### src/rtl/muldiv_unit.sv
// Iterative MIPS multiply/divide unit owning the HI/LO registers.
// Multiply is shift-add, divide is restoring; both take WIDTH iterations
// followed by one sign-fix edge that writes hi/lo and pulses done.
// Optional build macro MULDIV_FAST_MULT_EN: mult/multu finish in one CALC
// cycle using the native multiplier; divide timing is unchanged.
module muldiv_unit #(
    parameter int unsigned WIDTH = 32
) (
    input  logic             clk,
    input  logic             rst_n,
    input  logic             start,
    input  logic [1:0]       op,
    input  logic [WIDTH-1:0] rs_data,
    input  logic [WIDTH-1:0] rt_data,
    input  logic             flush,
    input  logic             mthi,
    input  logic             mtlo,
    output logic [WIDTH-1:0] hi,
    output logic [WIDTH-1:0] lo,
    output logic             busy,
    output logic             done
);

    localparam int unsigned CW = $clog2(WIDTH + 1);
    localparam logic [CW-1:0] CntInit = CW'(WIDTH);
    localparam logic [CW-1:0] CntOne  = CW'(1);

    typedef enum logic [1:0] {StIdle, StCalc, StFix} state_e;

    state_e             state_q, state_d;
    logic [CW-1:0]      cnt_q, cnt_d;
    logic [1:0]         op_q;
    logic [WIDTH-1:0]   opb_q;      // multiplicand or divisor magnitude
    logic [WIDTH-1:0]   rs_q;       // raw dividend, returned on divide by zero
    logic               neg_q;      // operand signs differ (signed ops only)
    logic               sgn_a_q;    // dividend negative (signed ops only)
    logic               dz_q;       // divisor was zero
    logic [2*WIDTH-1:0] acc_q, acc_d;
    logic [WIDTH-1:0]   hi_q, hi_d, lo_q, lo_d;
    logic               done_q, done_d;

    logic               accept;
    logic               is_signed;
    logic               a_neg, b_neg;
    logic [WIDTH-1:0]   mag_a, mag_b;
    logic [WIDTH:0]     div_rem, div_diff;
    logic [2*WIDTH-1:0] prod_fix;
    logic [WIDTH-1:0]   quo_fix, rem_fix;

    // A start is taken only from IDLE and never alongside a flush.
    assign accept    = (state_q == StIdle) && start && !flush;
    assign is_signed = ~op[0];
    assign a_neg     = is_signed & rs_data[WIDTH-1];
    assign b_neg     = is_signed & rt_data[WIDTH-1];
    assign mag_a     = a_neg ? -rs_data : rs_data;
    assign mag_b     = b_neg ? -rt_data : rt_data;

    // State and iteration counter register.
    always_ff @(posedge clk or negedge rst_n) begin
        if (!rst_n) begin
            state_q <= StIdle;
            cnt_q   <= '0;
        end else begin
            state_q <= state_d;
            cnt_q   <= cnt_d;
        end
    end

    // Next-state logic: flush cancels anything in flight.
    always_comb begin
        state_d = state_q;
        cnt_d   = cnt_q;
        unique case (state_q)
            StIdle: begin
                if (accept) begin
                    state_d = StCalc;
                    cnt_d   = CntInit;
                end
            end
            StCalc: begin
                cnt_d = cnt_q - CntOne;
                if (flush) begin
                    state_d = StIdle;
`ifdef MULDIV_FAST_MULT_EN
                end else if (!op_q[1] || cnt_q == CntOne) begin
`else
                end else if (cnt_q == CntOne) begin
`endif
                    state_d = StFix;
                end
            end
            StFix:   state_d = StIdle;
            default: state_d = StIdle;
        endcase
    end

    // Outputs and HI/LO next values: FIX writes results, idle moves write rs_data.
    always_comb begin
        busy   = (state_q != StIdle);
        hi_d   = hi_q;
        lo_d   = lo_q;
        done_d = 1'b0;
        if (state_q == StFix && !flush) begin
            done_d = 1'b1;
            if (!op_q[1]) begin
                hi_d = prod_fix[2*WIDTH-1:WIDTH];
                lo_d = prod_fix[WIDTH-1:0];
            end else if (dz_q) begin
                hi_d = rs_q;
                lo_d = '1;
            end else begin
                hi_d = rem_fix;
                lo_d = quo_fix;
            end
        end else if (state_q == StIdle && !accept) begin
            if (mthi) hi_d = rs_data;
            if (mtlo) lo_d = rs_data;
        end
    end

    // One iteration of the datapath; accumulator is {high/remainder, low/quotient}.
    always_comb begin
        div_rem  = acc_q[2*WIDTH-1:WIDTH-1];
        div_diff = div_rem - {1'b0, opb_q};
        if (op_q[1]) begin
            if (!div_diff[WIDTH]) begin
                acc_d = {div_diff[WIDTH-1:0], acc_q[WIDTH-2:0], 1'b1};
            end else begin
                acc_d = {div_rem[WIDTH-1:0], acc_q[WIDTH-2:0], 1'b0};
            end
        end else begin
`ifdef MULDIV_FAST_MULT_EN
            acc_d = {{WIDTH{1'b0}}, opb_q} * {{WIDTH{1'b0}}, acc_q[WIDTH-1:0]};
`else
            // Add multiplicand into the upper half when the low bit is set, then shift.
            acc_d = {({1'b0, acc_q[2*WIDTH-1:WIDTH]} +
                      (acc_q[0] ? {1'b0, opb_q} : {(WIDTH + 1){1'b0}})),
                     acc_q[WIDTH-1:1]};
`endif
        end
    end

    // Sign correction applied on the FIX edge.
    always_comb begin
        prod_fix = neg_q ? -acc_q : acc_q;
        quo_fix  = neg_q ? -acc_q[WIDTH-1:0] : acc_q[WIDTH-1:0];
        rem_fix  = sgn_a_q ? -acc_q[2*WIDTH-1:WIDTH] : acc_q[2*WIDTH-1:WIDTH];
    end

    // Operand capture on accepted start and accumulator update during CALC.
    always_ff @(posedge clk or negedge rst_n) begin
        if (!rst_n) begin
            op_q    <= '0;
            opb_q   <= '0;
            rs_q    <= '0;
            neg_q   <= 1'b0;
            sgn_a_q <= 1'b0;
            dz_q    <= 1'b0;
            acc_q   <= '0;
        end else if (accept) begin
            op_q    <= op;
            opb_q   <= mag_b;
            rs_q    <= rs_data;
            neg_q   <= a_neg ^ b_neg;
            sgn_a_q <= a_neg;
            dz_q    <= (rt_data == '0);
            acc_q   <= {{WIDTH{1'b0}}, mag_a};
        end else if (state_q == StCalc) begin
            acc_q   <= acc_d;
        end
    end

    // Architectural HI/LO and done pulse.
    always_ff @(posedge clk or negedge rst_n) begin
        if (!rst_n) begin
            hi_q   <= '0;
            lo_q   <= '0;
            done_q <= 1'b0;
        end else begin
            hi_q   <= hi_d;
            lo_q   <= lo_d;
            done_q <= done_d;
        end
    end

    assign hi   = hi_q;
    assign lo   = lo_q;
    assign done = done_q;

endmodule

### config.mk
export PLATFORM = sky130hd
export DESIGN_NAME = muldiv_unit
export DESIGN_NICKNAME = d
export VERILOG_FILES = /design/src/rtl/muldiv_unit.sv
export SDC_FILE = /design/constraint.sdc
export NUM_CORES = 1
export LEC_CHECK = 0
export BUFFER_PORTS_ARGS = -buffer_cell sky130_fd_sc_hd__buf_2
export CAP_MARGIN = 20
export CORE_MARGIN = 8
export CORE_UTILIZATION = 60
export CTS_CLUSTER_DIAMETER = 100
export DETAILED_ROUTE_END_ITERATION = 12
export GPL_TIMING_DRIVEN = 0
export PLACE_DENSITY = 0.8
export SYNTH_ARGS = -nofsm -noshare
export SYNTH_HDL_FRONTEND = slang
export SYNTH_SLANG_ARGS = --single-unit
### constraint.sdc
create_clock -name clk -period 5.2 [get_ports clk]
set_clock_uncertainty 0.1 [all_clocks]
set_input_delay 0.78 -clock clk [delete_from_list [all_inputs] [get_ports clk]]
set_output_delay 0.78 -clock clk [all_outputs]
set_load 0.01 [all_outputs]
==> results by group <==
Critical path
  – Reg2reg end: hi[16]
  – R2R setup slack: 320 ps
  – Maximum net fanout on the critical path: 10
  – Worst Reg-to-Reg Cells: 10
  – Arrival time at the worst endpoint: 5250 ps
  – Origin of the critical flop-to-flop path: acc_q[0]
  – Worst Path Required: 5580 ps
  – CP Capture Type: register
  – Critical Setup Path Class: register to register
  – Worst Setup Start Kind: register

Clock network
  – # clock sinks: 205
  – CTS buffer count: 25
  – CTS Hold Bufs: 0
  – H-Tree Depth: 1
  – TritonCTS clock tree: yes
  – Root Driver: clkbuf_16
  – Clk pin slew, worst setup/hold paths: 70 ps
  – Clock Path Buffers: 3
  – Clock latency at the later pin of the worst-skew pair: 570 ps
  – Post-CTS setup buffers: 0
  – Post-CTS sizing: 0

Power and ir drop
  – Switching Share: 0.482
  – Total power: 10.1 mW
  – Leakage power: 7.97 nW
  – Clk pwr share: 0.186
  – Worst vdd ir: 0.000399 V
  – P_sw: 4.85 mW
  – PwrDens: 552 nW/um^2
  – Comb pwr share: 0.547
  – Internal Dissipation: 5.22 mW
  – Sequential Power Share: 0.267

Yosys
  – Mapped cell area: 16300 um^2
  – Post-synth EDFFs: 0
  – Top FF cell, synth: dfrtp_1
  – Seq cells post-synth: 205
  – Mean Syn Cell Area: 7.90 um^2
  – Sequential fraction of the synthesis area: 0.315
  – YS warnings: 0
  – Distinct cell type count after synthesis: 76
  – Syn Inst Count: 2059
  – Syn Nets: 2203
  – Ys async rst share: 1.00

Floorplanning
  – Starting density of the core: 0.607
  – Num rows: 60
  – Die Height: 181 um
  – Core Box Area: 26800 um^2
  – Chip width: 181 um
  – I/O Pins: 138
  – Die area: 32600 um^2

Route
  – Drt wl/cell: 24.3 um
  – DRT Pass-1 Iters: 7
  – Vias per cell: 6.77
  – Vias: 17400
  – DR DRC count: 0
  – Post-route ant nets: 0
  – WL final: 62600 um
  – First DRT Iteration DRCs: 2320

Global route
  – GR Overflow Total: 0
  – M3 GR Usage: 0.0736
  – Met2 Resource Use GR: 0.608
  – Initial antenna violation count: 0
  – Gr usage total: 0.368
  – Pin count of the biggest net entering global routing: 120
  – First-pass GRT wire length: 95500 um
  – GRT Max-Usage Layer: met2
  – Vias in the first global route: 17000
  – GR met1 Demand/Resource: 0.429

Timing
  – RSZ-0062 raised after global routing: false
  – Post-layout min period: 4880 ps
  – Setup Viol. Count Final: 0
  – Tcrit/Tclk final: 0.938
  – Worst-margin pin slew: 1120 ps
  – Max Slew Vio Count: 0
  – Min Hold Slack: 118 ps
  – Hold Vio Cnt, Final: 0
  – Max Clock Freq: 205 MHz
  – Slew HR: 0.252

Layout
  – Layout area overhead: 12.2%
  – Ratio of cells with drive above 1 in the final layout: 0.0922
  – Most common cell after layout, fill and taps aside: nand2_1
  – N_diodes: 0
  – Most frequent cells in the layout: nand2_1, dfrtp_1, o21ai_0, a21oi_1, nor2_1
  – Filler instances: 2243
  – Core Util, Final: 0.681
  – Multi-input logic area: 10400 um^2
  – Reg area: 5130 um^2
  – Final #Nets: 2361

Place
  – GP Congestion: 1.01
  – Detailed-placement wirelength estimate: 47400 um
  – Port Buffer Count: 130

Run
  – Max-Cap Viols: 0

Hold path
  – Hold Crit Class: input pin to async pin

Status
  – Status: complete, no violations
[worst max-delay path, stage by stage, from the launching register on]
cell and delay (ps):
dfrtp_1 570, inv_1 270, clkbuf_1 710, ha_1 400, nand4b_1 250, or4_1 690, nor3_2 760, nor2_1 350
o21ai_0 270, o2111ai_1 220, o21ai_0 180
[power groups by stage]
| stage | clock network [mW] | registers [mW] | logic, mW |
|---|---|---|---|
| 2_1_floorplan | 0 | 2.52 | 3.79 |
| 3_3_place_gp | 0 | 2.65 | 5.22 |
| 3_5_place_dp | 0 | 2.67 | 5.33 |
| 4_1_cts | 1.87 | 2.65 | 5.37 |
| 5_1_grt | 1.91 | 2.73 | 5.96 |
| 6_report | 1.87 | 2.69 | 5.51 |
[layout make-up]
| class | instances | share of cell area |
|---|---|---|
| Buffer | 133 | 0.0280 |
| Clock buffer | 36 | 0.0398 |
| Clock inverter | 9 | 0.00754 |
| Inverter | 72 | 0.0148 |
| Multi-Input combinational cell | 1649 | 0.568 |
| Sequential cell | 205 | 0.281 |
| Tap cell | 341 | 0.0234 |
| Timing Repair Buffer | 131 | 0.0377 |
[stage by stage]
stage,setup slack [ps],setup TNS [ps],cell area (um^2),cells
final,324,0,18300,2576
after global routing,294,0,18300,2576
after CTS,512,0,18300,2576
after detailed placement,571,0,17400,2531
after global placement,-196,-35480,17300,2530
after floorplan,1980,0,16300,2059
[cells by family (layout without fill, tap and decap cells)]
group | Yosys count | after routing | share of synthesized area
buffers and inverters | 205 | 381 | 0.0480
xor gates and xnor gates | 147 | 147 | 0.0791
muxes | 80 | 80 | 0.0499
DFF | 205 | 205 | 0.315
adders and majority gates | 72 | 72 | 0.0563
AOI/OAI and AO/OA | 700 | 700 | 0.269
and+or+nand+nor | 650 | 650 | 0.182
[sequential cells by signal, summed over array words and instances (netlist names)]
register	count
hi	32
acc_q	64
dz_q	1
neg_q	1
cnt_q	6
rs_q	32
sgn_a_q	1
op_q	1
lo	32
done	1
opb_q	32
state_q	2
[how the worst max path moves through the flow]
stage | from | endpoint | slack [ps] | cells past startpoint
2_1_floorplan | acc_q[33] | hi[12] | 1980 | 10
3_3_place_gp | rst_n | acc_q[55] | -200 | 1
3_5_place_dp | acc_q[31] | acc_q[39] | 570 | 13
4_1_cts | acc_q[0] | hi[2] | 510 | 10
5_1_grt | acc_q[0] | hi[6] | 290 | 11
6_report | acc_q[0] | hi[16] | 320 | 10
[per-layer routing]
layer / part of all wire / vias to the layer above
met5: 0 / -
met4: 0.074 / 0
met3: 0.098 / 274
met2: 0.46 / 1107
met1: 0.37 / 8253
li1: - / 7795
[cells in the mapped netlist (5+ instances only)]
library cell,count,area [um^2]
nand3_1,34,170
a221o_1,35,350
nor2_1,173,649
o31a_1,6,52.6
nand4_1,14,87.6
o2111ai_1,5,43.8
inv_1,72,270
o41ai_1,6,52.6
o221ai_1,15,131
clkbuf_1,116,435
or3_1,16,100
and2_1,6,37.5
o21ai_0,204,1020
a22oi_1,23,173
nor4_1,20,125
o21bai_1,9,67.6
or4_1,11,82.6
nor2b_1,11,68.8
xnor2_1,69,604
dfrtp_1,205,5130
o22ai_1,21,131
o211ai_1,41,308
nor3_1,41,205
nand2b_1,21,131
mux2i_1,71,711
mux2_2,9,101
o31ai_1,23,173
buf_1,13,48.8
a31oi_1,11,68.8
xor2_1,78,683
and3_1,7,43.8
nor3b_1,5,37.5
o21a_1,14,105
or2_2,7,43.8
ha_1,70,876
a21oi_1,203,1020
a211oi_1,17,128
nand2_1,261,980
a21o_1,25,188
Note: power is estimated with default switching activity, not from simulation.
